**config.mk**
```make
export PLATFORM = sky130hd
export DESIGN_NAME = sin_rom_arbiter
export DESIGN_NICKNAME = d
export VERILOG_FILES = /design/src/rtl/sin_rom_arbiter.sv
export SDC_FILE = /design/constraint.sdc
export NUM_CORES = 1
export LEC_CHECK = 0
export BUFFER_PORTS_ARGS = -buffer_cell sky130_fd_sc_hd__buf_2
export CAP_MARGIN = 30
export CORE_UTILIZATION = 41
export CTS_CLUSTER_SIZE = 28
export DETAILED_ROUTE_END_ITERATION = 6
export PLACE_DENSITY = 0.74
export RECOVER_POWER = 25
export SYNTH_ARGS = -nofsm -noshare
export SYNTH_HDL_FRONTEND = slang
export SYNTH_SLANG_ARGS = --single-unit
```
**constraint.sdc**
```tcl
create_clock -name clk -period 1.33 [get_ports clk]
set_clock_uncertainty 0.15 [all_clocks]
set_input_delay 0.0665 -clock clk [delete_from_list [all_inputs] [get_ports clk]]
set_output_delay 0.0665 -clock clk [all_outputs]
set_load 0.05 [all_outputs]
```
**src/rtl/sin_rom_arbiter.sv**
```systemverilog
// Round-robin arbiter sharing one synchronous sine ROM read port between two requesters.
// Optional `SIN_ROM_ARB_COS_EN adds cos0/cos1 inputs that shift the address a quarter period.

module sin_rom_arb_ret #(
  parameter int DATA_WIDTH = 12
) (
  input  logic                  clk,
  input  logic                  rst,
  input  logic                  hit,
  input  logic [DATA_WIDTH-1:0] rd_data,
  output logic                  rvalid,
  output logic [DATA_WIDTH-1:0] rdata
);
  always_ff @(posedge clk or posedge rst) begin
    if (rst) begin
      rvalid <= 1'b0;
      rdata  <= '0;
    end else begin
      rvalid <= hit;
      if (hit) rdata <= rd_data;
    end
  end
endmodule

module sin_rom_arbiter #(
  parameter int ADDR_WIDTH = 10,
  parameter int DATA_WIDTH = 12,
  parameter int RD_LAT     = 1
) (
  input  logic                  clk,
  input  logic                  rst,
  input  logic                  req0,
  input  logic [ADDR_WIDTH-1:0] addr0,
  input  logic                  req1,
  input  logic [ADDR_WIDTH-1:0] addr1,
`ifdef SIN_ROM_ARB_COS_EN
  input  logic                  cos0,
  input  logic                  cos1,
`endif
  output logic                  gnt0,
  output logic                  rvalid0,
  output logic [DATA_WIDTH-1:0] rdata0,
  output logic                  gnt1,
  output logic                  rvalid1,
  output logic [DATA_WIDTH-1:0] rdata1,
  output logic [ADDR_WIDTH-1:0] rom_addr,
  input  logic [DATA_WIDTH-1:0] rom_rd_data
);
  localparam int NP = 2;

  logic [NP-1:0]                 req, win, gnt, hit, rvalid;
  logic [NP-1:0][ADDR_WIDTH-1:0] addr;
  logic [NP-1:0][DATA_WIDTH-1:0] rdata;
  logic                          prio;
  logic [ADDR_WIDTH-1:0]         last_addr;
  logic [RD_LAT:1]               vld_pipe, port_pipe;

  assign req = {req1, req0};

`ifdef SIN_ROM_ARB_COS_EN
  localparam logic [ADDR_WIDTH-1:0] QTR = {2'b01, {(ADDR_WIDTH-2){1'b0}}};
  assign addr[0] = cos0 ? addr0 + QTR : addr0;
  assign addr[1] = cos1 ? addr1 + QTR : addr1;
`else
  assign addr = {addr1, addr0};
`endif

  always_comb begin
    win = 2'b00;
    case (req)
      2'b01:   win = 2'b01;
      2'b10:   win = 2'b10;
      2'b11:   win = prio ? 2'b10 : 2'b01;
      default: win = 2'b00;
    endcase
  end

  // Grants are forced off while reset is held so nothing leaves the block mid-reset.
  assign gnt      = rst ? '0 : win;
  assign rom_addr = gnt[1] ? addr[1] : (gnt[0] ? addr[0] : last_addr);

  always_ff @(posedge clk or posedge rst) begin
    if (rst) begin
      prio      <= 1'b0;
      last_addr <= '0;
    end else if (|gnt) begin
      prio      <= gnt[0];
      last_addr <= rom_addr;
    end
  end

  // Tag pipe tracks which port owns the ROM word arriving RD_LAT cycles after a grant.
  always_ff @(posedge clk or posedge rst) begin
    if (rst) begin
      vld_pipe  <= '0;
      port_pipe <= '0;
    end else begin
      vld_pipe[1]  <= |gnt;
      port_pipe[1] <= gnt[1];
      for (int s = 2; s <= RD_LAT; s++) begin
        vld_pipe[s]  <= vld_pipe[s-1];
        port_pipe[s] <= port_pipe[s-1];
      end
    end
  end

  assign hit = vld_pipe[RD_LAT] ? (port_pipe[RD_LAT] ? 2'b10 : 2'b01) : 2'b00;

  for (genvar i = 0; i < NP; i++) begin : g_ret
    sin_rom_arb_ret #(.DATA_WIDTH(DATA_WIDTH)) u_ret (
      .clk     (clk),
      .rst     (rst),
      .hit     (hit[i]),
      .rd_data (rom_rd_data),
      .rvalid  (rvalid[i]),
      .rdata   (rdata[i])
    );
  end

  assign gnt0    = gnt[0];
  assign gnt1    = gnt[1];
  assign rvalid0 = rvalid[0];
  assign rvalid1 = rvalid[1];
  assign rdata0  = rdata[0];
  assign rdata1  = rdata[1];
endmodule
```
==> results.tsv <==
metric	value	unit
status	finished with violations	
violations	negative hold slack, negative setup slack	
grt-ovfl-total	0	
yosysTopAreaCell	dfrtp_1	
synth_area	1620	µm²
grt_setup_unrepaired	yes	
switching_share	0.388	
setup_ws	-0.550	ns
grt_usage	0.239	
p_clk_frac	0.208	
grt_pass1_wl	7440	µm
hold_viol_final	1	
dieArea	4210	µm²
leakage	1.40	nW
crit_arrival	1.66	ns
final_cell_mix	buf_2 (60), dfrtp_1 (39), dlygate4sd3_1 (32)	
die_h	64.9	µm
synth.distinct_cells	15	
p_per_area	1450	nW/µm²
h-tree-depth	2	
seq_area_frac_synth	0.602	
antenna_found_initial	0	
n_fill_cell	231	
final_max_slew_viol_count	0	
syn_area_per_cell	14.7	µm²
final_util	0.767	
register_area	976	µm²
syn_nets	146	
clockRootBuffer	clkbuf_8	
clock_path_buffers	2	
routed_via_density	5.41	
final_cells	285	
ir_drop	0.000796	V
wl	5140	µm
place_inst	232	
required	1.11	ns
final_common_cell	buf_2	
end_kind	primary output	
drv_cap	0	
path_class	register to primary output	
multi_input_area	646	µm²
rows	22	
maxSlewHeadroom	0.658	
die-width	64.9	µm
critPathMaxFanout	5	
ios	74	
drtIter0Drc	71	
cts_tree	built	
clkSlewWorstSetupHoldPaths	0.07	ns
placed_cell_area	2110	µm²
synth_top_area_frac	0.602	
clk_latency	0.28	ns
dp_hpwl	2390	µm
min_path_type	input pin to register	
drc_errors	0	
pwr-share-comb	0.431	
clkSinkCount	39	
antenna_cells	0	
port_buffers	73	
postLayoutCellArea	2850	µm²
via_count	1543	
syn_to_final_growth	75.8	%
total_power	4.15	mW
routabilityCongestion	0.677	
period_minus_slack	1.88	ns
synth_cells	110	
grt_pass1_vias	1578	
grt_max_degree	40	
seqPwrFrac	0.361	
synth-seq-cells	39	
wl_per_cell	18.0	µm
pre_cts_slack	-0.238	ns
finalCritPeriodShare	1.41	
cts_buffers	5	
p_int	2.54	mW
whs	-0.104	ns
drive_gt1_frac	0.578	
setup-violations-final	48	
switchingPower	1.61	mW
coreArea	3720	µm²
synth_area_leaders	dfrtp_1 (60%), mux2_2 (17%), a221o_1 (12%), and2_1 (3.9%), buf_6 (1.4%)	
fmax	0.532	GHz
start_util	0.436	
drtAntennaViolNets	0	
first_pass_iters	4	
synth_warnings	0	
worstMarginPinSlew	0.513	ns
cp-start-kind	register	
nNetsFinal	272	
==> metrics by stage <==
| stage | setup TNS, ns | hold WS [ns] |
|---|---|---|
| 2_1_floorplan | -1.57 | -0.207 |
| 3_3_place_gp | -2.14 | 0.0779 |
| 3_5_place_dp | -2.86 | 0.102 |
| 4_1_cts | -8.67 | -0.122 |
| 5_1_grt | -15.01 | -0.109 |
| 6_report | -12.87 | -0.104 |
==> kinds of logic after synthesis <==
kind of cell	synth area share
AO/OA/AOI/OAI	0.147
multiplexers	0.167
flip-flops	0.602
AND/OR/NAND/NOR	0.0448
buffers and inverters	0.0401
==> synthesized netlist by cell type <==
cell / number
and2_1: 10
buf_2: 4
inv_1: 3
a221o_1: 20
inv_2: 1
buf_6: 2
o21bai_1: 1
a211oi_2: 1
nand2_1: 1
nor2b_1: 1
a21o_1: 1
dfrtp_1: 39
o211a_1: 1
mux2_2: 24
buf_4: 1
==> state kept, by name, summed over array words and instances, names as in the netlist <==
signal              count
g_ret.u_ret.rdata      24
last_addr              10
g_ret.u_ret.rvalid      2
port_pipe               1
prio                    1
vld_pipe                1
==> layout make-up <==
class | instances | share of cell area
Timing Repair Buffer | 126 | 0.368
Multi-Input combinational cell | 60 | 0.226
Clock buffer | 7 | 0.0338
Sequential cell | 39 | 0.342
Tap cell | 48 | 0.0211
Inverter | 4 | 0.00570
Clock inverter | 1 | 0.00263
==> path summary, 6_finish.rpt <==
path / from / end / slack, ns / cells after the start
worst max register to register: prio / last_addr[4] / -0.37 / 6
min in group asynchronous: rst / prio / 0.45 / 4
worst max-delay path: prio / rom_addr[7] / -0.55 / 4
max in group asynchronous: rst / last_addr[8] / 0.23 / 4
worst min register to register: g_ret[0].u_ret.rdata[10] / g_ret[0].u_ret.rdata[10] / 0.36 / 1
worst min-delay path: addr1[5] / last_addr[5] / -0.10 / 2
==> timing repair <==
item / CTS / global route
gates resized for setup: 35 / 16
endpoints found under the hold margin: 73 / 1
pin swaps: 1 / 2
hold buffers: 31 / 1
cloned: 1 / 2
buffers inserted: 9 / 2
endpoints found under the setup margin: 23 / 36
==> power groups by stage <==
stage	registers [mW]	logic (mW)	clock network [mW]
2_1_floorplan	2.08	0.539	0
3_3_place_gp	1.49	1.45	0
3_5_place_dp	1.51	1.47	0
4_1_cts	1.49	1.68	0.885
5_1_grt	1.52	1.86	0.932
6_report	1.50	1.79	0.861
==> critical path, cell delays in order, from the launching register on <==
cell       delay (ns)
dfrtp_1          0.43
o211a_4          0.29
clkbuf_16        0.16
a221o_2          0.35
buf_6            0.16
==> layer usage <==
metal | up-vias | track usage | routed length (µm)
met5 | - | 0 | 0
met4 | 0 | 0.128 | 156
met3 | 16 | 0.0599 | 327
met2 | 83 | 0.422 | 2640
met1 | 771 | 0.261 | 2020
li1 | 673 | - | -
Note: power is estimated with default switching activity, not from simulation.
